### src/rtl/spc2.sv
// spc2 - serial-to-parallel configuration converter.
//
// Oversamples a three-wire pad interface (Sclk, Cfg_in, Strobe) on Clk.
// Serial bits shift into sr. On a Strobe rise the frame is committed to
// Cfg_word only if exactly WIDTH bits were shifted. Otherwise Frame_err is
// set and stays set until the next accepted frame.
//
// Parameters
//   WIDTH        configuration word width (2..64)
//   RESET_VALUE  Cfg_word value after reset
// Ports
//   Clk, Reset   system clock, async active-high reset
//   Sclk         serial bit clock from pad (async)
//   Cfg_in       serial data from pad (async)
//   Strobe       frame-commit line from pad (async)
//   Cfg_word     committed configuration word
//   Cfg_valid    one-cycle pulse when Cfg_word is updated
//   Frame_err    sticky: the last Strobe saw a bit count other than WIDTH
//   Cfg_out      serial readback (bit shifted out of sr)
// Build option
//   SPC2_READBACK_EN  when defined, Cfg_out is a register loaded with sr[0]
//                     on every shift; when undefined, Cfg_out is tied to 0.
module spc2 #(
  parameter int              WIDTH       = 11,
  parameter logic [WIDTH-1:0] RESET_VALUE = '0
) (
  input  logic             Clk,
  input  logic             Reset,
  input  logic             Sclk,
  input  logic             Cfg_in,
  input  logic             Strobe,
  output logic [WIDTH-1:0] Cfg_word,
  output logic             Cfg_valid,
  output logic             Frame_err,
  output logic             Cfg_out
);

  localparam int             CW        = $clog2(WIDTH + 2);
  localparam logic [CW-1:0]  CNT_FULL  = CW'(WIDTH);

  typedef enum logic [1:0] {IDLE, SHIFT, OVER} state_t;

  // Synchronisers: bit0 = stage1, bit1 = stage2, bit2 = delay stage.
  // Data only needs two stages since it is sampled at stage2, in step with
  // the Sclk rise detect.
  logic [2:0] sclk_q, stb_q;
  logic [1:0] din_q;

  state_t           state_q, state_d;
  logic [CW-1:0]    cnt_q, cnt_d;
  logic [WIDTH-1:0] sr_q, sr_d;
  logic [WIDTH-1:0] word_q, word_d;
  logic             valid_q, valid_d;
  logic             err_q, err_d;

  logic sclk_rise, stb_rise;
  assign sclk_rise = sclk_q[1] & ~sclk_q[2];
  assign stb_rise  = stb_q[1]  & ~stb_q[2];

  always_ff @(posedge Clk or posedge Reset) begin
    if (Reset) begin
      sclk_q  <= '0;
      stb_q   <= '0;
      din_q   <= '0;
      state_q <= IDLE;
      cnt_q   <= '0;
      sr_q    <= '0;
      word_q  <= RESET_VALUE;
      valid_q <= 1'b0;
      err_q   <= 1'b0;
    end else begin
      sclk_q  <= {sclk_q[1:0], Sclk};
      stb_q   <= {stb_q[1:0], Strobe};
      din_q   <= {din_q[0], Cfg_in};
      state_q <= state_d;
      cnt_q   <= cnt_d;
      sr_q    <= sr_d;
      word_q  <= word_d;
      valid_q <= valid_d;
      err_q   <= err_d;
    end
  end

  always_comb begin
    state_d = state_q;
    cnt_d   = cnt_q;
    sr_d    = sr_q;
    word_d  = word_q;
    valid_d = 1'b0;
    err_d   = err_q;
    if (stb_rise) begin
      // Strobe wins over a coincident Sclk rise: it is judged on the
      // pre-shift sr/cnt and that shift is dropped.
      state_d = IDLE;
      cnt_d   = '0;
      if (cnt_q == CNT_FULL) begin
        word_d  = sr_q;
        valid_d = 1'b1;
        err_d   = 1'b0;
      end else begin
        err_d   = 1'b1;
      end
    end else if (sclk_rise) begin
      sr_d = {din_q[1], sr_q[WIDTH-1:1]};
      unique case (state_q)
        IDLE:    state_d = SHIFT;
        SHIFT:   if (cnt_q == CNT_FULL) state_d = OVER;
        default: state_d = OVER;
      endcase
      // Count saturates at WIDTH+1, which is exactly the OVER state.
      if (state_q != OVER) cnt_d = cnt_q + 1'b1;
    end
  end

  assign Cfg_word  = word_q;
  assign Cfg_valid = valid_q;
  assign Frame_err = err_q;

`ifdef SPC2_READBACK_EN
  logic out_q;
  always_ff @(posedge Clk or posedge Reset) begin
    if (Reset)                       out_q <= 1'b0;
    else if (sclk_rise && !stb_rise) out_q <= sr_q[0];
  end
  assign Cfg_out = out_q;
`else
  assign Cfg_out = 1'b0;
`endif

endmodule
### config.mk
export PLATFORM = sky130hd
export DESIGN_NAME = spc2
export DESIGN_NICKNAME = d
export VERILOG_FILES = /design/src/rtl/spc2.sv
export SDC_FILE = /design/constraint.sdc
export NUM_CORES = 1
export LEC_CHECK = 0
export CAP_MARGIN = 20
export CORE_ASPECT_RATIO = 0.8
export CORE_MARGIN = 1
export CORE_UTILIZATION = 57
export CTS_CLUSTER_DIAMETER = 200
export DETAILED_ROUTE_END_ITERATION = 10
export GPL_TIMING_DRIVEN = 0
export PLACE_DENSITY = 0.82
export SLEW_MARGIN = 0
export SYNTH_ARGS = -nofsm -noshare
export SYNTH_HDL_FRONTEND = slang
export SYNTH_SLANG_ARGS = --single-unit
### constraint.sdc
create_clock -name Clk -period 4.23 [get_ports Clk]
set_clock_uncertainty 0.05 [all_clocks]
set_input_delay 0.6345 -clock Clk [delete_from_list [all_inputs] [get_ports Clk]]
set_output_delay 0.6345 -clock Clk [all_outputs]
set_load 0.02 [all_outputs]
==> out/results.ini <==
[routing]
drtPass1Iterations = 4
post_drt_wl_per_cell_um = 14.1
wl_met1_mm = 1.05
ant_nets = 0
initialDrtViolationCount = 10
wl_met2_mm = 1.07
drc = 0
routed_wl_mm = 2.24
vias = 818
route.met3.wl_um = 84
avgViaCountPerCell = 5.14
route.top_layer_used = met4

[final_layout]
nNetsFinal = 129
utilization = 0.721
n_antenna_cell = 0
area_delta_synth_final_pct = 19.3
layout-drive-gt1-share = 0.285

[worst_setup_path]
crit_path_start_kind = register
reg2reg_slack_ps = 2600
cp-end-kind = output pin
crit_slowest_cell = clkdlybuf4s50_1
timing.rr.end = Cfg_word[6]$_DFFE_PP0P_
worstSetupPathType = register to output pin
critPathMaxFanout = 2
critPathBufInv = 1
cp.required_ps = 3550
slowest_delay_ps = 620
arrival_ps = 1310
cp_top_family = buffers and inverters
path_cells = clkdlybuf4s50_1
r2r_cells = 6
r2r_start = stb_q[2]$_DFF_PP0_

[timing]
setup_tns_ps = 0
rsz0062_at_grt = false
maxSlewHeadroom = 0.560
hold_viol = 0
achievable-frequency_mhz = 500
finalMaxSlewViolations = 0
tightest_slew_ps = 659
min_period_ps = 2000
period_share = 0.473
setup_violations = 0

[clock_tree]
cts.sinks = 38
path_clk_slew_ps = 100
hold_buffers = 0
htreeDepth = 2
cts_resized = 0
tritoncts = built
post_cts_buffers = 0
clockBufferDepth = 2
insertion_delay_ps = 320
cts-buffers-inserted = 5
root_buffer = clkbuf_4

[min_path]
worstHoldEndpoint = stb_q[1]$_DFF_PP0_
hp-class = register to register
hold_depth = 0
min-delay-start = stb_q[0]$_DFF_PP0_

[status]
outcome = finished clean

[floorplan]
die_h_um = 47.7
start_util = 0.604
fp.dieW_um = 59.1
rows = 16
die_area_um2 = 2820
core_area_um2 = 2460
ioPinCount = 19

[logic_synthesis]
synthArstFlopShare = 1.00
synth_warnings = 0
netlist_area_um2 = 1490
netlist_instances = 98
syn_area_per_cell_um2 = 15.2
ys_seq_elements = 38
ys_seq_area_frac = 0.639
yosysUniqueCellTypes = 24
synthFlopType = dfrtp_1
synth_nets = 104
synth_edf_count = 0

[place]
hpwl_mm = 1.65
portBuffers = 17
gp_congestion = 0.697

[power]
cellLeakagePower_uw = 0.000819
powerDensity_nw_per_um2 = 394
peakVddDrop_mv = 0.313

[run]
max-cap-violations = 0

[global_routing]
grt_pass1_vias = 821
antenna_found_initial = 0
grt_pass1_wl_mm = 3.73
grt_usage = 0.195
grt_max_degree = 24
grt_overflow = 0

==> cell usage in the layout (no fill, tap or decap), drive strengths merged, types with 3 or more instances in the layout <==
master / n
dfrtp: 38
clkdlybuf4s50: 17
nor2b: 3
nand3: 3
clkbuf: 7
nor2: 4
a21oi: 5
mux2: 22
buf: 6
nand2b: 3
==> power breakdown <==
group	internal, µW	switching (µW)	leakage (µW)
sequential	417	39.9	0.000486
clock	62.8	103	0.0000254
combinational	50.5	27.7	0.000307
total	530	170	0.000819
==> cells in the mapped netlist, drive strengths merged (2+ instances only) <==
master,number,area (µm²)
buf,5,55.1
dfrtp,38,951
nand2,2,7.51
nand2b,3,18.8
or3,2,12.5
a21oi,5,25.0
nor2,4,15.0
mux2,22,278
nand3,3,15.0
nor2b,3,26.3
o21ai,2,10.0
and4b,2,20.0
==> metrics by stage <==
stage               cells  hold WS [ps]  setup WS (ps)  cell area (µm²)  total power, µW
CTS                   159           308           2210             1780              707
finish                159           306           2230             1780              700
detailed placement    152           285           2560             1730              543
floorplan              98           281           2680             1490              512
global placement      151           282           1940             1700              531
global route          159           323           2160             1780              740
==> cell type report <==
cell class / count / area (µm²)
Buffer: 5 / 55.1
Clock buffer: 7 / 45.0
Fill cell: 174 / 687
Inverter: 1 / 3.75
Multi-Input combinational cell: 54 / 478
Sequential cell: 38 / 951
Tap cell: 36 / 45.0
Timing Repair Buffer: 18 / 198
==> registers in the layout, summed over array words and instances, names as in the netlist <==
name       cells
Cfg_word      11
sr_q          11
din_q          2
Cfg_valid      1
cnt_q          4
state_q        2
stb_q          3
Frame_err      1
sclk_q         3
==> worst register-to-register path, delay by kind of cell, from the launching register on <==
family | cells | cell delay (ps)
DFF | 1 | 420
muxes | 1 | 310
buffers and inverters | 3 | 400
and+or+nand+nor | 2 | 350
==> logic make-up after synthesis <==
kind of cell	count (synthesis)	share of synthesized area
flip-flops	38	0.639
other	1	0.00252
multiplexers	23	0.193
AND/OR/NAND/NOR	21	0.0883
buffers and inverters	6	0.0395
adder cells (fa/ha/maj)	1	0.00841
AO/OA/AOI/OAI	8	0.0286
==> worst max-delay path by stage <==
| stage | start | endpoint | cells after the start | slack [ps] |
|---|---|---|---|---|
| 3_5_place_dp | Reset | Cfg_word[2]$_DFFE_PP0P_ | 3 | 2560 |
| 2_1_floorplan | Reset | Cfg_valid$_DFF_PP0_ | 1 | 2680 |
| 3_3_place_gp | Reset | Cfg_word[2]$_DFFE_PP0P_ | 2 | 1940 |
| 4_1_cts | Cfg_word[0]$_DFFE_PP0P_ | Cfg_word[0] | 1 | 2210 |
| 5_1_grt | Cfg_word[7]$_DFFE_PP0P_ | Cfg_word[7] | 1 | 2160 |
| 6_report | Cfg_word[0]$_DFFE_PP0P_ | Cfg_word[0] | 1 | 2230 |
==> per-layer routing <==
layer	track usage	vias up
met2	0.295	23
li1	-	389
met4	0.110	0
met5	0	-
met3	0.0757	4
met1	0.248	402
Power figures use the tool's default switching activity.
